$ cat src/rtl/vm2002_change_dispenser_if.sv
// rtl/vm2002_change_dispenser_if.sv - request, coin-stream, refill and status bundle for the change dispenser
interface vm2002_change_dispenser_if;
   logic [7:0] balance;
   logic       balance_valid;
   logic [1:0] coin_out;
   logic       coin_valid;
   logic       coin_ready;
   logic       busy;
   logic       done;
   logic       short_change;
   logic [7:0] shortfall;
   logic       misaligned;
   logic       refill_valid;
   logic [1:0] refill_coin;
   logic [7:0] refill_count;
   logic [7:0] stock_q;
   logic [7:0] stock_d;
   logic [7:0] stock_n;

   modport master (
      output balance, balance_valid, coin_ready, refill_valid, refill_coin, refill_count,
      input  coin_out, coin_valid, busy, done, short_change, shortfall, misaligned,
      input  stock_q, stock_d, stock_n
   );

   modport slave (
      input  balance, balance_valid, coin_ready, refill_valid, refill_coin, refill_count,
      output coin_out, coin_valid, busy, done, short_change, shortfall, misaligned,
      output stock_q, stock_d, stock_n
   );
endinterface

$ cat src/rtl/vm2002_change_dispenser.sv
// rtl/vm2002_change_dispenser.sv - greedy coin-change transmitter with per-type stock counters
module vm2002_change_dispenser #(
   parameter logic [7:0] INIT_QUARTERS = 8'd20,
   parameter logic [7:0] INIT_DIMES    = 8'd20,
   parameter logic [7:0] INIT_NICKELS  = 8'd20
) (
   input  logic                          clk,
   input  logic                          hrst_n,
   input  logic                          srst,
   vm2002_change_dispenser_if.slave      bus
);

   typedef enum logic [1:0] {IDLE, DISPENSE, DONE} state_t;

   state_t     state, state_nxt;
   logic [7:0] remaining;
   logic [7:0] stock_q, stock_d, stock_n;
   logic [7:0] shortfall_r;
   logic       misaligned_r;
   logic [1:0] choice;
   logic [7:0] coin_value;
   logic [7:0] bal_mod;
   logic       coin_valid_c, busy_c, done_c;

   function automatic logic [7:0] sat_add(input logic [7:0] a, input logic [7:0] b);
      logic [8:0] sum;
      sum = {1'b0, a} + {1'b0, b};
      return sum[8] ? 8'hff : sum[7:0];
   endfunction

   assign bal_mod = bus.balance % 8'd5;

   // Greedy pick from registered remaining and stock; an emptied stock is seen on the next pick.
   always_comb begin
      choice     = 2'd0;
      coin_value = 8'd0;
      if (remaining >= 8'd25 && stock_q != 8'd0) begin
         choice     = 2'd3;
         coin_value = 8'd25;
      end else if (remaining >= 8'd10 && stock_d != 8'd0) begin
         choice     = 2'd2;
         coin_value = 8'd10;
      end else if (remaining >= 8'd5 && stock_n != 8'd0) begin
         choice     = 2'd1;
         coin_value = 8'd5;
      end
   end

   always_ff @(posedge clk or negedge hrst_n) begin
      if (!hrst_n)
         state <= IDLE;
      else if (srst)
         state <= IDLE;
      else
         state <= state_nxt;
   end

   always_comb begin
      state_nxt    = state;
      coin_valid_c = 1'b0;
      busy_c       = 1'b0;
      done_c       = 1'b0;
      case (state)
         IDLE: begin
            if (bus.balance_valid)
               state_nxt = DISPENSE;
         end
         DISPENSE: begin
            busy_c       = 1'b1;
            coin_valid_c = (choice != 2'd0);
            if (choice == 2'd0)
               state_nxt = DONE;
         end
         DONE: begin
            busy_c    = 1'b1;
            done_c    = 1'b1;
            state_nxt = IDLE;
         end
         default: state_nxt = IDLE;
      endcase
   end

   // Stock only changes on an accepted handshake or an IDLE refill; srst keeps stock and status.
   always_ff @(posedge clk or negedge hrst_n) begin
      if (!hrst_n) begin
         remaining    <= 8'd0;
         stock_q      <= INIT_QUARTERS;
         stock_d      <= INIT_DIMES;
         stock_n      <= INIT_NICKELS;
         shortfall_r  <= 8'd0;
         misaligned_r <= 1'b0;
      end else if (srst) begin
         remaining <= 8'd0;
      end else begin
         case (state)
            IDLE: begin
               if (bus.refill_valid) begin
                  case (bus.refill_coin)
                     2'd1:    stock_n <= sat_add(stock_n, bus.refill_count);
                     2'd2:    stock_d <= sat_add(stock_d, bus.refill_count);
                     2'd3:    stock_q <= sat_add(stock_q, bus.refill_count);
                     default: ;
                  endcase
               end
               if (bus.balance_valid) begin
                  remaining    <= bus.balance - bal_mod;
                  misaligned_r <= (bal_mod != 8'd0);
                  shortfall_r  <= 8'd0;
               end
            end
            DISPENSE: begin
               if (choice == 2'd0) begin
                  shortfall_r <= remaining;
               end else if (bus.coin_ready) begin
                  remaining <= remaining - coin_value;
                  case (choice)
                     2'd1:    stock_n <= stock_n - 8'd1;
                     2'd2:    stock_d <= stock_d - 8'd1;
                     default: stock_q <= stock_q - 8'd1;
                  endcase
               end
            end
            default: ;
         endcase
      end
   end

   assign bus.coin_valid   = coin_valid_c;
   assign bus.coin_out     = coin_valid_c ? choice : 2'd0;
   assign bus.busy         = busy_c;
   assign bus.done         = done_c;
   assign bus.short_change = done_c && (shortfall_r != 8'd0);
   assign bus.shortfall    = shortfall_r;
   assign bus.misaligned   = misaligned_r;
   assign bus.stock_q      = stock_q;
   assign bus.stock_d      = stock_d;
   assign bus.stock_n      = stock_n;

endmodule

$ cat src/flat_wrapper.sv
// flat-port wrapper written by rule: the top's interface ports become plain ports
module vm2002_change_dispenser_flat 
#(
   parameter logic [7:0] INIT_QUARTERS = 8'd20,
   parameter logic [7:0] INIT_DIMES    = 8'd20,
   parameter logic [7:0] INIT_NICKELS  = 8'd20
)
  (clk, hrst_n, srst, bus_balance, bus_balance_valid, bus_coin_ready, bus_refill_valid, bus_refill_coin, bus_refill_count, bus_coin_out, bus_coin_valid, bus_busy, bus_done, bus_short_change, bus_shortfall, bus_misaligned, bus_stock_q, bus_stock_d, bus_stock_n);
  vm2002_change_dispenser_if bus_i ();
  input  logic clk;
  input  logic hrst_n;
  input  logic srst;
  input wire logic [$bits(bus_i.balance)-1:0] bus_balance;
  input wire logic [$bits(bus_i.balance_valid)-1:0] bus_balance_valid;
  input wire logic [$bits(bus_i.coin_ready)-1:0] bus_coin_ready;
  input wire logic [$bits(bus_i.refill_valid)-1:0] bus_refill_valid;
  input wire logic [$bits(bus_i.refill_coin)-1:0] bus_refill_coin;
  input wire logic [$bits(bus_i.refill_count)-1:0] bus_refill_count;
  output wire logic [$bits(bus_i.coin_out)-1:0] bus_coin_out;
  output wire logic [$bits(bus_i.coin_valid)-1:0] bus_coin_valid;
  output wire logic [$bits(bus_i.busy)-1:0] bus_busy;
  output wire logic [$bits(bus_i.done)-1:0] bus_done;
  output wire logic [$bits(bus_i.short_change)-1:0] bus_short_change;
  output wire logic [$bits(bus_i.shortfall)-1:0] bus_shortfall;
  output wire logic [$bits(bus_i.misaligned)-1:0] bus_misaligned;
  output wire logic [$bits(bus_i.stock_q)-1:0] bus_stock_q;
  output wire logic [$bits(bus_i.stock_d)-1:0] bus_stock_d;
  output wire logic [$bits(bus_i.stock_n)-1:0] bus_stock_n;
  assign bus_i.balance = bus_balance;
  assign bus_i.balance_valid = bus_balance_valid;
  assign bus_i.coin_ready = bus_coin_ready;
  assign bus_i.refill_valid = bus_refill_valid;
  assign bus_i.refill_coin = bus_refill_coin;
  assign bus_i.refill_count = bus_refill_count;
  assign bus_coin_out = bus_i.coin_out;
  assign bus_coin_valid = bus_i.coin_valid;
  assign bus_busy = bus_i.busy;
  assign bus_done = bus_i.done;
  assign bus_short_change = bus_i.short_change;
  assign bus_shortfall = bus_i.shortfall;
  assign bus_misaligned = bus_i.misaligned;
  assign bus_stock_q = bus_i.stock_q;
  assign bus_stock_d = bus_i.stock_d;
  assign bus_stock_n = bus_i.stock_n;
  vm2002_change_dispenser #(.INIT_QUARTERS(INIT_QUARTERS), .INIT_DIMES(INIT_DIMES), .INIT_NICKELS(INIT_NICKELS)) u_core (.clk(clk), .hrst_n(hrst_n), .srst(srst), .bus(bus_i));
endmodule
$ cat config.mk
export PLATFORM = sky130hd
export DESIGN_NAME = vm2002_change_dispenser_flat
export DESIGN_NICKNAME = d
export VERILOG_FILES = /design/src/rtl/vm2002_change_dispenser_if.sv /design/src/rtl/vm2002_change_dispenser.sv /design/src/flat_wrapper.sv
export SDC_FILE = /design/constraint.sdc
export NUM_CORES = 1
export LEC_CHECK = 0
export CAP_MARGIN = 5
export CORE_MARGIN = 5
export CORE_UTILIZATION = 40
export DETAILED_ROUTE_END_ITERATION = 10
export SLEW_MARGIN = 30
export SYNTH_ARGS = -nofsm -noshare
export SYNTH_HDL_FRONTEND = slang
export SYNTH_SLANG_ARGS = --single-unit
$ cat constraint.sdc
create_clock -name clk -period 3.9 [get_ports clk]
set_input_delay 0.78 -clock clk [delete_from_list [all_inputs] [get_ports clk]]
set_output_delay 0.78 -clock clk [all_outputs]
set_load 0.01 [all_outputs]
After elaboration in Yosys (flattened, before gate mapping)
Cells that the tools add are included.
{"block": "word_totals", "register_bits": 43, "inputBits": 24, "output_inout_bits": 39}
{"block": "op_classes", "n_addsub": 8, "n_div": 1, "order_cmp": 3, "eq_ne": 22, "n_mux": 43, "bitwise_logic": 1, "reduce_logical": 23}
{"cell": "8-bit 2-to-1 mux", "count": 26}
{"cell": "8-bit case mux with 2 select lines", "count": 5}
{"cell": "8-bit nonzero test", "count": 5}
{"cell": "8-bit by 8-bit adder with 9-bit output", "count": 3}
{"cell": "8-bit by 1-bit subtractor with 8-bit output (second input constant)", "count": 3}
{"cell": "7-bit AND reduction", "count": 3}
{"cell": "2-bit != test (second input constant)", "count": 9}
{"cell": "8-bit subtractor", "count": 2}
{"cell": "2-bit 2-to-1 mux", "count": 6}
{"cell": "3-bit != test (second input constant)", "count": 3}
{"cell": "2-bit == test (second input constant)", "count": 4}
{"cell": "8-bit by 3-bit >= comparator with 1-bit output (second input constant)", "count": 1}
{"cell": "8-bit by 4-bit >= comparator with 1-bit output (second input constant)", "count": 1}
{"cell": "8-bit by 5-bit >= comparator with 1-bit output (second input constant)", "count": 1}
{"cell": "8-bit by 3-bit modulo with 8-bit output (second input constant)", "count": 1}
{"cell": "4-bit AND reduction", "count": 2}
{"cell": "2-bit by 1-bit == test with 1-bit output (second input constant)", "count": 3}
{"cell": "1-bit logical AND", "count": 4}
{"cell": "2-bit zero test", "count": 2}
{"cell": "1-bit 2-to-1 mux", "count": 4}
{"cell": "2-bit by 1-bit != test with 1-bit output (second input constant)", "count": 2}
{"cell": "2-bit case mux with 2 select lines", "count": 1}
{"cell": "2-bit nonzero test", "count": 2}
{"cell": "2-bit OR reduction", "count": 2}
{"cell": "6 further kinds", "count": 6}

Longest topological paths before layout
{"block": "logic_depth", "ltp_word": 11, "depth_mapped": 26, "mapped_depth_nobuf": 23}

Worst setup path after synthesis
No wires, ideal clock.
{"block": "synth_path", "kind": "in2reg", "start": "in bus_balance[5]", "end": "reg u_core.remaining[7]", "setup_time_ns": 0.124, "arrival_ns": 5.663, "t_required_ns": 3.776, "path_slack_ns": -1.887, "path_stages": 26, "path_cell_list": "buf_6 > nand2b_1 > or3_1 > a41o_1 > nand2_1 > inv_1 > ha_1 > nor3_1 > o311ai_1 > or2_0 > clkbuf_1 > ha_1 > clkbuf_1 > inv_1 > nor2_1 > o21ai_0 > mux2i_1 > inv_1 > ha_1 > a21o_1 > nor2_1 > nor2b_1 > o221a_1 > maj3_4 > a41o_1 > a211o_1"}
{"block": "synth_between", "elab_chain_cells": 5}
{"item": "start, declared", "line": "flat_wrapper.sv:13", "rtl": "input wire logic [$bits(bus_i.balance)-1:0] bus_balance;"}
{"item": "8-bit by 3-bit modulo with 8-bit output", "line": "vm2002_change_dispenser.sv:31", "rtl": "assign bal_mod = bus.balance % 8'd5;"}
{"item": "8-bit subtractor (*)", "line": "vm2002_change_dispenser.sv:106", "rtl": "remaining <= bus.balance - bal_mod;"}
{"item": "8-bit 2-to-1 mux (*)", "line": "vm2002_change_dispenser.sv:105", "rtl": "if (bus.balance_valid) begin"}
{"item": "8-bit case mux with 2 select lines (*)", "line": "vm2002_change_dispenser.sv:95", "rtl": "case (state)"}
{"item": "8-bit 2-to-1 mux (*)", "line": "vm2002_change_dispenser.sv:92", "rtl": "end else if (srst) begin"}
{"item": "end signal, assigned", "line": "vm2002_change_dispenser.sv:106"}
{"item": "end signal, assigned", "line": "vm2002_change_dispenser.sv:115", "rtl": "remaining <= remaining - coin_value;"}
{"item": "end, declared", "line": "vm2002_change_dispenser.sv:16", "rtl": "logic [7:0] remaining;"}
Every way passes the cells marked *; elsewhere a longest branch is shown, timed or not. The select of a mux whose other input is x is not followed.
A chain may end at the register's enable or synchronous reset.

Final worst setup path
{"block": "layout_path", "start": "in bus_balance[6]", "end": "reg u_core.remaining[7]"}
Same word-level chain as after synthesis.

==> results.py <==
metrics = {
    "status": {
        "status": "complete, but fails checks",
        "failed_checks": "negative setup slack",
    },
    "drt": {
        "totalWireLength_um": 16000,
        "drc_errors": 0,
        "wire_per_inst_um": 16.4,
        "drt_iter0_drc": 487,
        "viasPerCell": 5.56,
        "vias": 5417,
        "drtAntennaViolNets": 0,
        "firstDrtPassIters": 5,
    },
    "logic_synthesis": {
        "synth_area_leader_cell": "dfrtp_1",
        "ys_seq_area_share_pct": 21.4,
        "ys_warn_count": 0,
        "synth_top_cell_area_share_pct": 18.3,
        "syn-num-nets": 721,
        "synth-edff-count": 0,
        "ys_ff_latch": 43,
        "ys.flop_type": "dfrtp_1",
        "synthArstFlopShare_pct": 100,
        "synth_cell_types": 90,
        "synthCells": 641,
        "synth_area_leaders": "dfrtp_1 18%, ha_1 13%, nand2_1 5.8%, a21oi_1 5.3%, o21ai_0 4.9%",
        "syn-cell-area_um2": 5070,
        "avgSynthCellArea_um2": 7.91,
    },
    "cts": {
        "cts_tree": "done",
        "h-tree-depth": 2,
        "cts_hold_buf": 0,
        "insertion_delay_ps": 290,
        "cts-root-buf": "clkbuf_16",
        "clkSinkCount": 43,
        "clockBufferDepth": 2,
        "path_clk_slew_ps": 70,
        "cts_buffers": 5,
    },
    "floorplan": {
        "ios": 63,
        "dieWidth_um": 123,
        "die-area_um2": 15000,
        "core_um2": 12500,
        "start_util_pct": 40.5,
        "rows": 41,
        "die_h_um": 123,
    },
    "critical_path": {
        "path_class": "primary input to flop",
        "critPathBufInv": 7,
        "slowest_delay_ps": 390,
        "rr_endpoint": "u_core.remaining[7]",
        "reg2reg_from": "u_core.bus.stock_d[2]",
        "setup.worst_path.start": "bus_balance[6]",
        "rrSetupSlack_ps": 310,
        "reg2reg_depth": 15,
        "crit_top_cell": "buf_6",
        "cpMaxStageDelayCell": "maj3_4",
        "crit_path_max_fanout": 5,
        "cp.depth": 26,
        "critPathCaptureType": "flop",
        "worst_ep_required_time_ps": 4080,
        "crit_family": "compound AO/OA/AOI/OAI gates",
        "endpoint": "u_core.remaining[7]",
        "cp-start-kind": "primary input",
        "cp.arrival_ps": 5260,
    },
    "layout": {
        "seqCellArea_um2": 1080,
        "area_growth_pct": 41.7,
        "multi_input_area_um2": 4010,
        "postLayoutCellArea_um2": 7190,
        "final_cells": 975,
        "drive_gt1_share_pct": 26.3,
        "layout_commonest_cell": "buf_4",
        "num-fill-cells": 1166,
        "final_cell_mix": "110 x buf_4, 76 x nand2_1, 55 x clkdlybuf4s50_1",
        "nNetsFinal": 882,
        "diodes": 0,
    },
    "timing": {
        "skew_ps": 8.07,
        "min_period_over_period_pct": 130,
        "worst_pin_slew_ps": 632,
        "worst_slack_ps": -1180,
        "setup_violations": 7,
        "final.min_clock_period_ps": 5080,
        "fmax_mhz": 197,
        "slew_headroom_pct": 57.7,
        "final-max-slew-violation-count": 0,
        "rsz0062_at_grt": "true",
        "hold_viol": 0,
    },
    "global_routing": {
        "grt_pass1_vias": 5306,
        "antenna_found_initial": 0,
        "grt_most_used_layer": "met2",
        "grt_max_degree": 50,
        "grt-ovfl-total": 0,
        "grtUsageMet1_pct": 27.0,
        "grtUsageMet2_pct": 37.2,
        "gr-usage-all-layers_pct": 21.0,
        "grt_util_met3_pct": 2.17,
        "grt_pass1_wl_um": 25800,
    },
    "placed_design": {
        "gp_congestion": 0.921,
        "place_inst": 948,
        "dpl_cell_area_um2": 6610,
        "hpwl_um": 12100,
        "io_buffer_count": 62,
        "place_ws_ps": -1930,
    },
    "min_path": {
        "hold_path_class": "primary input to async pin",
    },
    "power": {
        "p_leak_nw": 3.09,
        "totalPowerFinal_mw": 4.78,
        "p_per_area_nw_per_um2": 666,
        "ir_drop_mv": 0.355,
    },
    "job": {
        "cap_violations": 0,
    },
}
state kept, by name, indices dropped and copies added, names as in the netlist:
name / flops
u_core.remaining: 8
u_core.bus.stock_q: 8
u_core.bus.misaligned: 1
u_core.state: 2
u_core.bus.stock_n: 8
u_core.bus.shortfall: 8
u_core.bus.stock_d: 8
worst min path at each step:
stage,endpoint,slack [ps],start,depth (start not counted)
after floorplan,u_core.bus.misaligned,480,hrst_n,0
after global placement,u_core.bus.shortfall[1],500,u_core.bus.shortfall[1],2
after detailed placement,u_core.bus.shortfall[1],500,u_core.bus.shortfall[1],2
after CTS,u_core.bus.shortfall[1],510,u_core.bus.shortfall[1],2
after global routing,u_core.bus.stock_n[0],550,hrst_n,1
final,u_core.bus.stock_n[0],500,hrst_n,1
report_power, final:
part / internal (mW) / switching (mW)
sequential: 0.655 / 0.261
clock: 0.257 / 0.187
combinational: 1.66 / 1.76
layer usage:
layer / routed length, um / vias up
met1: 7070 / 2614
li1: - / 2666
met5: 0 / -
met3: 487 / 19
met4: 254 / 0
met2: 8150 / 118
kinds of logic after synthesis:
family                     synth area share [%]
AOI/OAI and AO/OA                          27.8
xor gates and xnor gates                   4.66
adders and majority gates                  15.0
buffers and inverters                      5.77
DFF                                        21.4
muxes                                      2.20
and+or+nand+nor                            23.2
Yosys cell counts (4+ instances only):
cell type	n
o22ai_1	6
or3_1	8
inv_1	43
clkbuf_1	16
a21o_1	11
xor2_1	6
and2_1	4
xnor2_1	21
nand4_1	6
nor4_1	9
nand2b_1	12
o21ai_0	50
dfrtp_1	37
nand2_1	79
a21oi_1	54
buf_2	6
nand3_1	10
nor2b_1	13
ha_1	51
a211o_1	4
mux2i_1	10
fa_1	5
nor2_1	45
nor3_1	15
o211ai_1	8
dfstp_2	6
final cells by class:
cell class	instances	area share, %
well taps	172	2.99
inverters	43	2.32
multi-input cells	528	55.8
clock inverters	1	0.122
flip-flops and latches	43	15.1
repair buffers	181	21.7
clock buffers	7	1.99
metrics by stage:
step / hold WS [ps] / TNS [ps] / utilization [%]
after detailed placement: 499 / -12040 / 52.8
final: 497 / -4580 / 57.4
after global routing: 553 / -5860 / 57.4
after floorplan: 484 / -5680 / -
after global placement: 496 / -10580 / 52.7
after CTS: 514 / -4850 / 55.7
worst reg2reg max path, delay by kind of cell, from the launching register on:
| kind | cells | cell delay, ps |
|---|---|---|
| adders and majority gates | 1 | 290 |
| DFF | 1 | 610 |
| and+or+nand+nor | 4 | 390 |
| muxes | 1 | 350 |
| buffers and inverters | 2 | 330 |
| AOI/OAI and AO/OA | 7 | 1490 |
repair_timing:
| item | 4_1_cts | 5_1_grt |
|---|---|---|
| endpoints found under the setup margin | 9 | 11 |
| setup buffers | 11 | 11 |
| cloned | 1 | 0 |
| resized for setup | 59 | 36 |
| pin swaps | 29 | 33 |
| endpoints found under the hold margin | 0 | 0 |
No activity file was read; power rests on OpenSTA's default activity.
